$ cat config.mk
export PLATFORM = sky130hd
export DESIGN_NAME = gpio_apb_irq
export DESIGN_NICKNAME = d
export VERILOG_FILES = /design/src/rtl/gpio_apb_pkg.sv /design/src/rtl/gpio_apb_irq_debounce.sv /design/src/rtl/gpio_apb_irq.sv
export SDC_FILE = /design/constraint.sdc
export NUM_CORES = 1
export LEC_CHECK = 0
export CAP_MARGIN = 20
export CORE_UTILIZATION = 40
export CTS_BUF_LIST = sky130_fd_sc_hd__clkbuf_16
export DETAILED_ROUTE_END_ITERATION = 7
export MAX_ROUTING_LAYER = met4
export PLACE_DENSITY = 0.71
export SYNTH_ARGS = -nofsm -noshare
export SYNTH_HDL_FRONTEND = slang
export SYNTH_SLANG_ARGS = --single-unit
$ cat constraint.sdc
create_clock -name clk -period 1.8 [get_ports clk]
set_input_delay 0.36 -clock clk [delete_from_list [all_inputs] [get_ports clk]]
set_output_delay 0.36 -clock clk [all_outputs]
set_load 0.01 [all_outputs]
$ cat src/rtl/gpio_apb_pkg.sv
// Shared definitions for the APB GPIO controller: register offsets, pin limit,
// register-select enum and the address decoder.
package gpio_apb_pkg;

    localparam int MAX_PINS = 32;
    localparam int DBCNT_W  = 16;

    localparam logic [5:0] OFF_DIN      = 6'h00;
    localparam logic [5:0] OFF_DOUT     = 6'h04;
    localparam logic [5:0] OFF_DIR      = 6'h08;
    localparam logic [5:0] OFF_IMASK    = 6'h0C;
    localparam logic [5:0] OFF_IPOL     = 6'h10;
    localparam logic [5:0] OFF_IEDGE    = 6'h14;
    localparam logic [5:0] OFF_IPEND    = 6'h18;
    localparam logic [5:0] OFF_DBCNT    = 6'h1C;
    localparam logic [5:0] OFF_DOUT_SET = 6'h20;
    localparam logic [5:0] OFF_DOUT_CLR = 6'h24;

    typedef enum logic [3:0] {
        SEL_DIN, SEL_DOUT, SEL_DIR, SEL_IMASK, SEL_IPOL, SEL_IEDGE,
        SEL_IPEND, SEL_DBCNT, SEL_SET, SEL_CLR, SEL_NONE
    } reg_sel_e;

    // DBCNT only decodes when the debounce filter is built in.
    function automatic reg_sel_e decode_sel(input logic [5:0] off, input bit db_en);
        case (off & 6'h3C)
            OFF_DIN:      return SEL_DIN;
            OFF_DOUT:     return SEL_DOUT;
            OFF_DIR:      return SEL_DIR;
            OFF_IMASK:    return SEL_IMASK;
            OFF_IPOL:     return SEL_IPOL;
            OFF_IEDGE:    return SEL_IEDGE;
            OFF_IPEND:    return SEL_IPEND;
            OFF_DBCNT:    return db_en ? SEL_DBCNT : SEL_NONE;
            OFF_DOUT_SET: return SEL_SET;
            OFF_DOUT_CLR: return SEL_CLR;
            default:      return SEL_NONE;
        endcase
    endfunction

endpackage

$ cat src/rtl/gpio_apb_irq_debounce.sv
// Input debounce filter: shared prescaler tick plus a per-pin 2-bit stability
// counter. Only instantiated when GPIO_DEBOUNCE_EN is defined.
module gpio_debounce
    import gpio_apb_pkg::*;
#(
    parameter int NBITS = 8
) (
    input  logic               clk,
    input  logic               rstn,
    input  logic [DBCNT_W-1:0] dbcnt,
    input  logic [NBITS-1:0]   din,
    output logic [NBITS-1:0]   dout
);

    logic [DBCNT_W-1:0]      presc_q, presc_d;
    logic [NBITS-1:0]        filt_q, filt_d;
    logic [NBITS-1:0][1:0]   stab_q, stab_d;
    logic                    tick;
    logic                    bypass;

    assign bypass = (dbcnt == '0);
    assign tick   = (presc_q == '0);

    // A pin's filtered value moves only after three ticks in a row that all
    // disagree with it; one agreeing tick restarts the count.
    always_comb begin
        presc_d = tick ? dbcnt : presc_q - 1'b1;
        filt_d  = filt_q;
        stab_d  = stab_q;
        for (int i = 0; i < NBITS; i++) begin
            if (bypass) begin
                filt_d[i] = din[i];
                stab_d[i] = 2'd0;
            end else if (tick) begin
                if (din[i] != filt_q[i]) begin
                    if (stab_q[i] == 2'd2) begin
                        filt_d[i] = din[i];
                        stab_d[i] = 2'd0;
                    end else begin
                        stab_d[i] = stab_q[i] + 2'd1;
                    end
                end else begin
                    stab_d[i] = 2'd0;
                end
            end
        end
    end

    always_ff @(posedge clk or negedge rstn) begin
        if (!rstn) begin
            presc_q <= '0;
            filt_q  <= '0;
            stab_q  <= '0;
        end else begin
            presc_q <= presc_d;
            filt_q  <= filt_d;
            stab_q  <= stab_d;
        end
    end

    assign dout = bypass ? din : filt_q;

endmodule

$ cat src/rtl/gpio_apb_irq.sv
// APB GPIO controller with per-pin direction, atomic set/clear and edge/level
// interrupts. Define GPIO_DEBOUNCE_EN to add the DBCNT register and input filter.
module gpio_apb_irq
    import gpio_apb_pkg::*;
#(
    parameter int               NBITS    = 8,
    parameter int               ADDR_W   = 12,
    parameter bit               OEPOL    = 1'b0,
    parameter logic [NBITS-1:0] DOUT_RST = '0
) (
    input  logic              clk,
    input  logic              rstn,
    input  logic              apb_psel,
    input  logic              apb_penable,
    input  logic [ADDR_W-1:0] apb_paddr,
    input  logic              apb_pwrite,
    input  logic [31:0]       apb_pwdata,
    output logic [31:0]       apb_prdata,
    output logic              apb_pready,
    output logic              apb_pslverr,
    input  logic [NBITS-1:0]  gpio_din,
    output logic [NBITS-1:0]  gpio_dout,
    output logic [NBITS-1:0]  gpio_oen,
    output logic              gpio_irq
);

`ifdef GPIO_DEBOUNCE_EN
    localparam bit DB_EN = 1'b1;
`else
    localparam bit DB_EN = 1'b0;
`endif

    logic [NBITS-1:0] dout_q, dout_d, dir_q, dir_d, imask_q, imask_d;
    logic [NBITS-1:0] ipol_q, ipol_d, iedge_q, iedge_d, ipend_q, ipend_d;
    logic [NBITS-1:0] sync1_q, sync2_q, s_prev_q, s;
    logic [NBITS-1:0] wdata, w1c, edge_ev, level_ev;
    logic             irq_q, irq_d;
    logic [31:0]      addr_ext;
    logic             access, wr_en, rd_en, unused_ok;
    reg_sel_e         sel;
    logic [DBCNT_W-1:0] dbcnt_rd;

    // Anything above the 64-byte register window is unmapped.
    assign addr_ext  = 32'(apb_paddr);
    assign sel       = (addr_ext[31:6] == '0) ? decode_sel(addr_ext[5:0], DB_EN) : SEL_NONE;
    assign access    = apb_psel & apb_penable;
    assign wr_en     = access & apb_pwrite & (sel != SEL_NONE);
    assign rd_en     = access & ~apb_pwrite;
    assign wdata     = apb_pwdata[NBITS-1:0];
    assign unused_ok = ^{apb_pwdata, addr_ext[1:0]};

`ifdef GPIO_DEBOUNCE_EN
    logic [DBCNT_W-1:0] dbcnt_q, dbcnt_d;

    always_comb begin
        dbcnt_d = dbcnt_q;
        if (wr_en && sel == SEL_DBCNT) dbcnt_d = apb_pwdata[DBCNT_W-1:0];
    end

    always_ff @(posedge clk or negedge rstn) begin
        if (!rstn) dbcnt_q <= '1;
        else       dbcnt_q <= dbcnt_d;
    end

    gpio_debounce #(.NBITS(NBITS)) u_debounce (
        .clk   (clk),
        .rstn  (rstn),
        .dbcnt (dbcnt_q),
        .din   (sync2_q),
        .dout  (s)
    );
    assign dbcnt_rd = dbcnt_q;
`else
    assign s        = sync2_q;
    assign dbcnt_rd = '0;
`endif

    // A set event in the same cycle as a write-1-to-clear keeps the bit pending.
    always_comb begin
        dout_d  = dout_q;
        dir_d   = dir_q;
        imask_d = imask_q;
        ipol_d  = ipol_q;
        iedge_d = iedge_q;
        w1c     = '0;
        if (wr_en) begin
            case (sel)
                SEL_DOUT:  dout_d  = wdata;
                SEL_DIR:   dir_d   = wdata;
                SEL_IMASK: imask_d = wdata;
                SEL_IPOL:  ipol_d  = wdata;
                SEL_IEDGE: iedge_d = wdata;
                SEL_IPEND: w1c     = wdata;
                SEL_SET:   dout_d  = dout_q | wdata;
                SEL_CLR:   dout_d  = dout_q & ~wdata;
                default:   ;
            endcase
        end
        edge_ev  = (ipol_q & s & ~s_prev_q) | (~ipol_q & ~s & s_prev_q);
        level_ev = ~(s ^ ipol_q);
        ipend_d  = (ipend_q & ~w1c) | (iedge_q & edge_ev) | (~iedge_q & level_ev);
        irq_d    = |(ipend_q & imask_q);
    end

    always_ff @(posedge clk or negedge rstn) begin
        if (!rstn) begin
            dout_q   <= DOUT_RST;
            dir_q    <= '0;
            imask_q  <= '0;
            ipol_q   <= '0;
            iedge_q  <= '0;
            ipend_q  <= '0;
            sync1_q  <= '0;
            sync2_q  <= '0;
            s_prev_q <= '0;
            irq_q    <= 1'b0;
        end else begin
            dout_q   <= dout_d;
            dir_q    <= dir_d;
            imask_q  <= imask_d;
            ipol_q   <= ipol_d;
            iedge_q  <= iedge_d;
            ipend_q  <= ipend_d;
            sync1_q  <= gpio_din;
            sync2_q  <= sync1_q;
            s_prev_q <= s;
            irq_q    <= irq_d;
        end
    end

    always_comb begin
        apb_prdata = '0;
        if (rd_en) begin
            case (sel)
                SEL_DIN:   apb_prdata = 32'(s);
                SEL_DOUT:  apb_prdata = 32'(dout_q);
                SEL_DIR:   apb_prdata = 32'(dir_q);
                SEL_IMASK: apb_prdata = 32'(imask_q);
                SEL_IPOL:  apb_prdata = 32'(ipol_q);
                SEL_IEDGE: apb_prdata = 32'(iedge_q);
                SEL_IPEND: apb_prdata = 32'(ipend_q);
                SEL_DBCNT: apb_prdata = 32'(dbcnt_rd);
                default:   apb_prdata = '0;
            endcase
        end
    end

    assign apb_pready  = 1'b1;
    assign apb_pslverr = access & (sel == SEL_NONE);
    assign gpio_dout   = dout_q;
    assign gpio_oen    = OEPOL ? dir_q : ~dir_q;
    assign gpio_irq    = irq_q;

endmodule

## Word level (Yosys, flattened, before mapping)

Cells that the tools add are included.

- Logic and storage cells: 73
- Output and inout bits: 51
- Flip-flop bits (word level): 73

- Muxes and demuxes: 7
- Bitwise operators: 28
- Reductions and logical operators: 10
- Eq/ne operators: 18

Operator list:

| kind | number |
|---|---|
| AND 8 bit | 9 |
| NOT 8 bit | 8 |
| one-hot mux 8 bit (7 select lines) | 1 |
| one-hot mux 4 bit (9 select lines) | 1 |
| OR 8 bit | 4 |
| zero test 26 bit | 1 |
| == test 4 x 3 -> 1 bit (second input constant) | 6 |
| 2-to-1 mux 8 bit | 3 |
| one-hot mux 8 bit (3 select lines) | 1 |
| == test 4 bit (second input constant) | 5 |
| == test 4 x 2 -> 1 bit (second input constant) | 4 |
| AND reduction 2 bit | 5 |
| == test 4 x 1 -> 1 bit (second input constant) | 2 |
| OR reduction 8 bit | 1 |
| bitwise XOR 8 bit | 1 |
| zero test 6 bit | 1 |
| AND 1 bit | 5 |
| zero test 4 bit | 1 |
| 2-to-1 mux 4 bit | 1 |
| inequality test 4 bit (second input constant) | 1 |
| nonzero test 3 bit | 1 |
| NOT 1 bit | 1 |

## Longest topological paths before layout

- Word-level depth: 10
- Gate-level depth with buffers: 6

## Worst setup path before layout

Ideal clock, no wire load.

- Path type: input-to-output
- Start point: input apb_paddr[2]
- End point: output apb_prdata[1]
- Setup slack: -2 ps
- Data required time: 1440 ps
- Data arrival time: 1442 ps
- Stages on the path: 6
- Cells stage by stage: buf_2 buf_1 mux2i_1 nor2_1 a21oi_1 a31oi_1

- Word-level cells in the longest chain between the ends: 6

Ends and longest elaborated chain:

| what | RTL line | RTL |
|---|---|---|
| from (decl) | gpio_apb_irq.sv:15 | `input logic [ADDR_W-1:0] apb_paddr,` |
| == test 4 bit, or another cell as far along | gpio_apb_pkg.sv:26 | `case (off & 6'h3C)` |
| one-hot mux 4 bit (9 select lines) (*) | gpio_apb_pkg.sv:26 |  |
| 2-to-1 mux 4 bit (*) | gpio_apb_irq.sv:45 | `assign sel = (addr_ext[31:6] == '0) ? decode_sel(addr_ext[5:0], DB_EN) : SEL_NONE;` |
| == test 4 x 3 -> 1 bit, or another cell as far along | gpio_apb_irq.sv:134 | `case (sel)` |
| one-hot mux 8 bit (7 select lines) (*) | gpio_apb_irq.sv:134 |  |
| 2-to-1 mux 8 bit (*) | gpio_apb_irq.sv:133 | `if (rd_en) begin` |
| to (decl) | gpio_apb_irq.sv:18 | `output logic [31:0] apb_prdata,` |

Mark *: on every way between the ends. The rest lies on a longest branch, timed or not.

## Final worst setup path

- Start point: input apb_paddr[5]
- End point: output apb_prdata[0]

The elaborated chain is that of the path after synthesis.

==> qor.csv <==
metric;value;unit
Max Clock Freq;0.509;GHz
top-area cell type share of the netlist area;47.1;%
pre-CTS setup slack;-1.07;ns
RSZ-0062 raised after global routing;yes;
Mapped Area;3880;µm²
static leakage;2.59;nW
met3 usage;4.02;%
vias in the first global route;3191;
status;finished with violations;
drt wl/cell;17.4;µm
initial drt markers;163;
non-filler cells, final;606;
post-synth cell types;42;
min-delay src;sync1_q[1]$_DFF_PN0_;
Yosys Warn Count;0;
Async S/R FF share, synth;100;%
post-route ant nets;0;
Seq cells post-synth;73;
vias per cell;5.24;
min Tclk post-route;1.96;ns
critical-path maximum fanout;5;
post-route design area;5560;µm²
Final Max Tran Viols;0;
ant diodes;0;
# DRC;0;
die height;101;µm
top_reg_cell synth;dfrtp_1;
worst-skew pair later-pin latency;0.33;ns
Worst-path clk slew;0.05;ns
post-layout util;59.6;%
Inst Count DP;578;
syn avg cell area;11.1;µm²
failing checks;negative setup slack;
first-pass GRT wire length;16400;µm
Max VDD drop;0.457;mV
Site Rows;35;
Chip Width;101;µm
nets@finish;546;
Area Growth Syn to Fin;43.1;%
Total Die Area;10100;µm²
initial antenna violation count;0;
global-route met1 utilization;27.2;%
part of the Yosys area used for sequential elements;47.1;%
CTS tree;done;
area leader, netlist;dfrtp_1;
root buf cell;clkbuf_16;
setup_tns;-0.880;ns
detailed-route wire length;10500;µm
power per cell area;685;nW/µm²
core box area;9330;µm²
Num Clock Sinks;73;
worst hold path type;flip-flop to flip-flop;
Post-synth EDFFs;0;
total CTS buffers;9;
final setup vio count;8;
via total after detailed routing;3175;
post-DP HPWL;6950;µm
Ports;108;
Final Hold Viols;0;
crit path DAT;1.60;ns
Clock Skews;0.00480;ns
Critical Path Start;apb_paddr[5];
Final Cycle Share;109;%
Final Wtd Congestion;0.827;
Worst EP required;1.44;ns
First-pass DRT Iterations;4;
Syn Inst Count;351;
largest net degree at the start of global routing;49;
crit path kind;input pin to primary output;
Total GRT Usage;22.3;%
H-tree Lvls;3;
Top Usage Layer GRT;met2;
proportion of layout cells with a drive suffix above 1;37.1;%
Placement Cell Area;4880;µm²
main area contributors after synthesis;dfrtp_1, mux2_2, ha_1;
clk buf depth;2;
FF-to-FF Start;ipol_q[7]$_DFFE_PN0P_;
grt total ovfl;0;
final setup margin;-0.164;ns
CP startpoint kind;input pin;
max_cap viols;0;
Starting Density;41.6;%
PortBufs;56;
Crit. End Element;primary output;
met2 Use GR;36.1;%
flip-flops by register name, indices dropped and copies added (netlist names):
signal / flops
ipend_q: 8
gpio_dout: 8
gpio_irq: 1
dir_q: 8
s_prev_q: 8
s: 8
imask_q: 8
ipol_q: 8
sync1_q: 8
iedge_q: 8
synthesized netlist by cell type (5+ instances only):
| cell type | number |
|---|---|
| dfrtp_1 | 73 |
| inv_1 | 34 |
| mux2_2 | 31 |
| buf_4 | 25 |
| nand2_1 | 22 |
| ha_1 | 16 |
| nor2_1 | 16 |
| mux2i_1 | 13 |
| o21ai_0 | 12 |
| a21oi_1 | 11 |
| o22ai_1 | 10 |
| a221o_1 | 8 |
| a32o_1 | 8 |
| mux2_4 | 8 |
| nor2b_1 | 8 |
| o21bai_1 | 8 |
| buf_2 | 5 |
| clkbuf_1 | 5 |
power by group:
part	total [W]	internal, W	leakage (nW)	switching, W
logic	0.000425	0.000206	1.53	0.000219
registers	0.00170	0.00168	0.922	0.0000217
clock network	0.00168	0.00104	0.141	0.000635
total	0.00381	0.00293	2.59	0.000875
kinds of logic after synthesis:
| group | count (synthesis) | synth area share (%) |
|---|---|---|
| muxes | 53 | 15.7 |
| DFF | 73 | 47.1 |
| other | 2 | 0.193 |
| buffers and inverters | 72 | 9.93 |
| and+or+nand+nor | 66 | 9.48 |
| AOI/OAI and AO/OA | 69 | 12.5 |
| adders and majority gates | 16 | 5.16 |
layout by cell type (no fill, tap or decap), drive strengths merged, types with 3 or more instances in the layout:
| master | Yosys | routed |
|---|---|---|
| nand2 | 23 | 23 |
| nor2b | 8 | 8 |
| a32o | 8 | 8 |
| a21oi | 11 | 11 |
| ha | 16 | 16 |
| a22oi | 4 | 4 |
| and3 | 3 | 3 |
| mux2i | 13 | 13 |
| dfrtp | 73 | 73 |
| nor2 | 16 | 16 |
| buf | 33 | 85 |
| a31oi | 4 | 4 |
| mux2 | 40 | 40 |
| a221o | 8 | 8 |
| dlygate4sd2 | 0 | 4 |
| nand3 | 3 | 3 |
| clkbuf | 5 | 9 |
| clkdlybuf4s15 | 0 | 3 |
| clkdlybuf4s50 | 0 | 33 |
| o21ai | 13 | 13 |
| o21bai | 8 | 8 |
| o22ai | 10 | 10 |
| clkinv | 0 | 4 |
| conb | 2 | 25 |
| inv | 34 | 35 |
metal layers:
| layer | wire (µm) | share of wire (%) | vias to the layer above |
|---|---|---|---|
| li1 | - | - | 1424 |
| met1 | 4390 | 42 | 1590 |
| met2 | 5200 | 49 | 132 |
| met3 | 651 | 6.2 | 29 |
| met4 | 293 | 2.8 | 0 |
| met5 | 0 | 0 | - |
metrics by stage:
step / hold slack (ns) / total power [W]
3_3_place_gp: 0.293 / 0.00208
5_1_grt: 0.354 / 0.00394
4_1_cts: 0.348 / 0.00381
6_report: 0.346 / 0.00381
3_5_place_dp: 0.292 / 0.00209
2_1_floorplan: 0.0644 / 0.00191
worst max-delay path: stages:
cell and delay, ns:
buf_8 0.11, or3b_4 0.41, nor2_2 0.18, buf_6 0.16, nand2_2 0.07, a31oi_4 0.17, buf_6 0.13
worst paths after layout:
kind                            slack, ns                    end  cells past startpoint
worst max register to register       0.35   ipend_q[7]$_DFF_PN0_                      5
worst min register to register       0.35         s[1]$_DFF_PN0_                      0
min in group asynchronous            0.48   sync1_q[2]$_DFF_PN0_                      2
worst max-delay path                -0.16          apb_prdata[0]                      7
max in group asynchronous            0.76  s_prev_q[7]$_DFF_PN0_                      3
worst min-delay path                 0.35         s[1]$_DFF_PN0_                      0
final cells by class:
type                    count  area [µm²]
clock buffers               9         225
clock inverters             6        51.3
fillers                   735        3770
inverters                  34         130
multi-input cells         229        2000
flip-flops and latches     73        1830
well taps                 129         161
repair buffers            126        1160
what timing repair did:
action / CTS / global route
endpoints found under the setup margin: 57 / 30
gates resized for setup: 127 / 23
pin swaps: 18 / 10
hold endpoints to repair: 25 / 0
hold buffers: 1 / 0
buffers inserted: 8 / 5
cloned: 0 / 0
(Power assumes the default switching activity.)
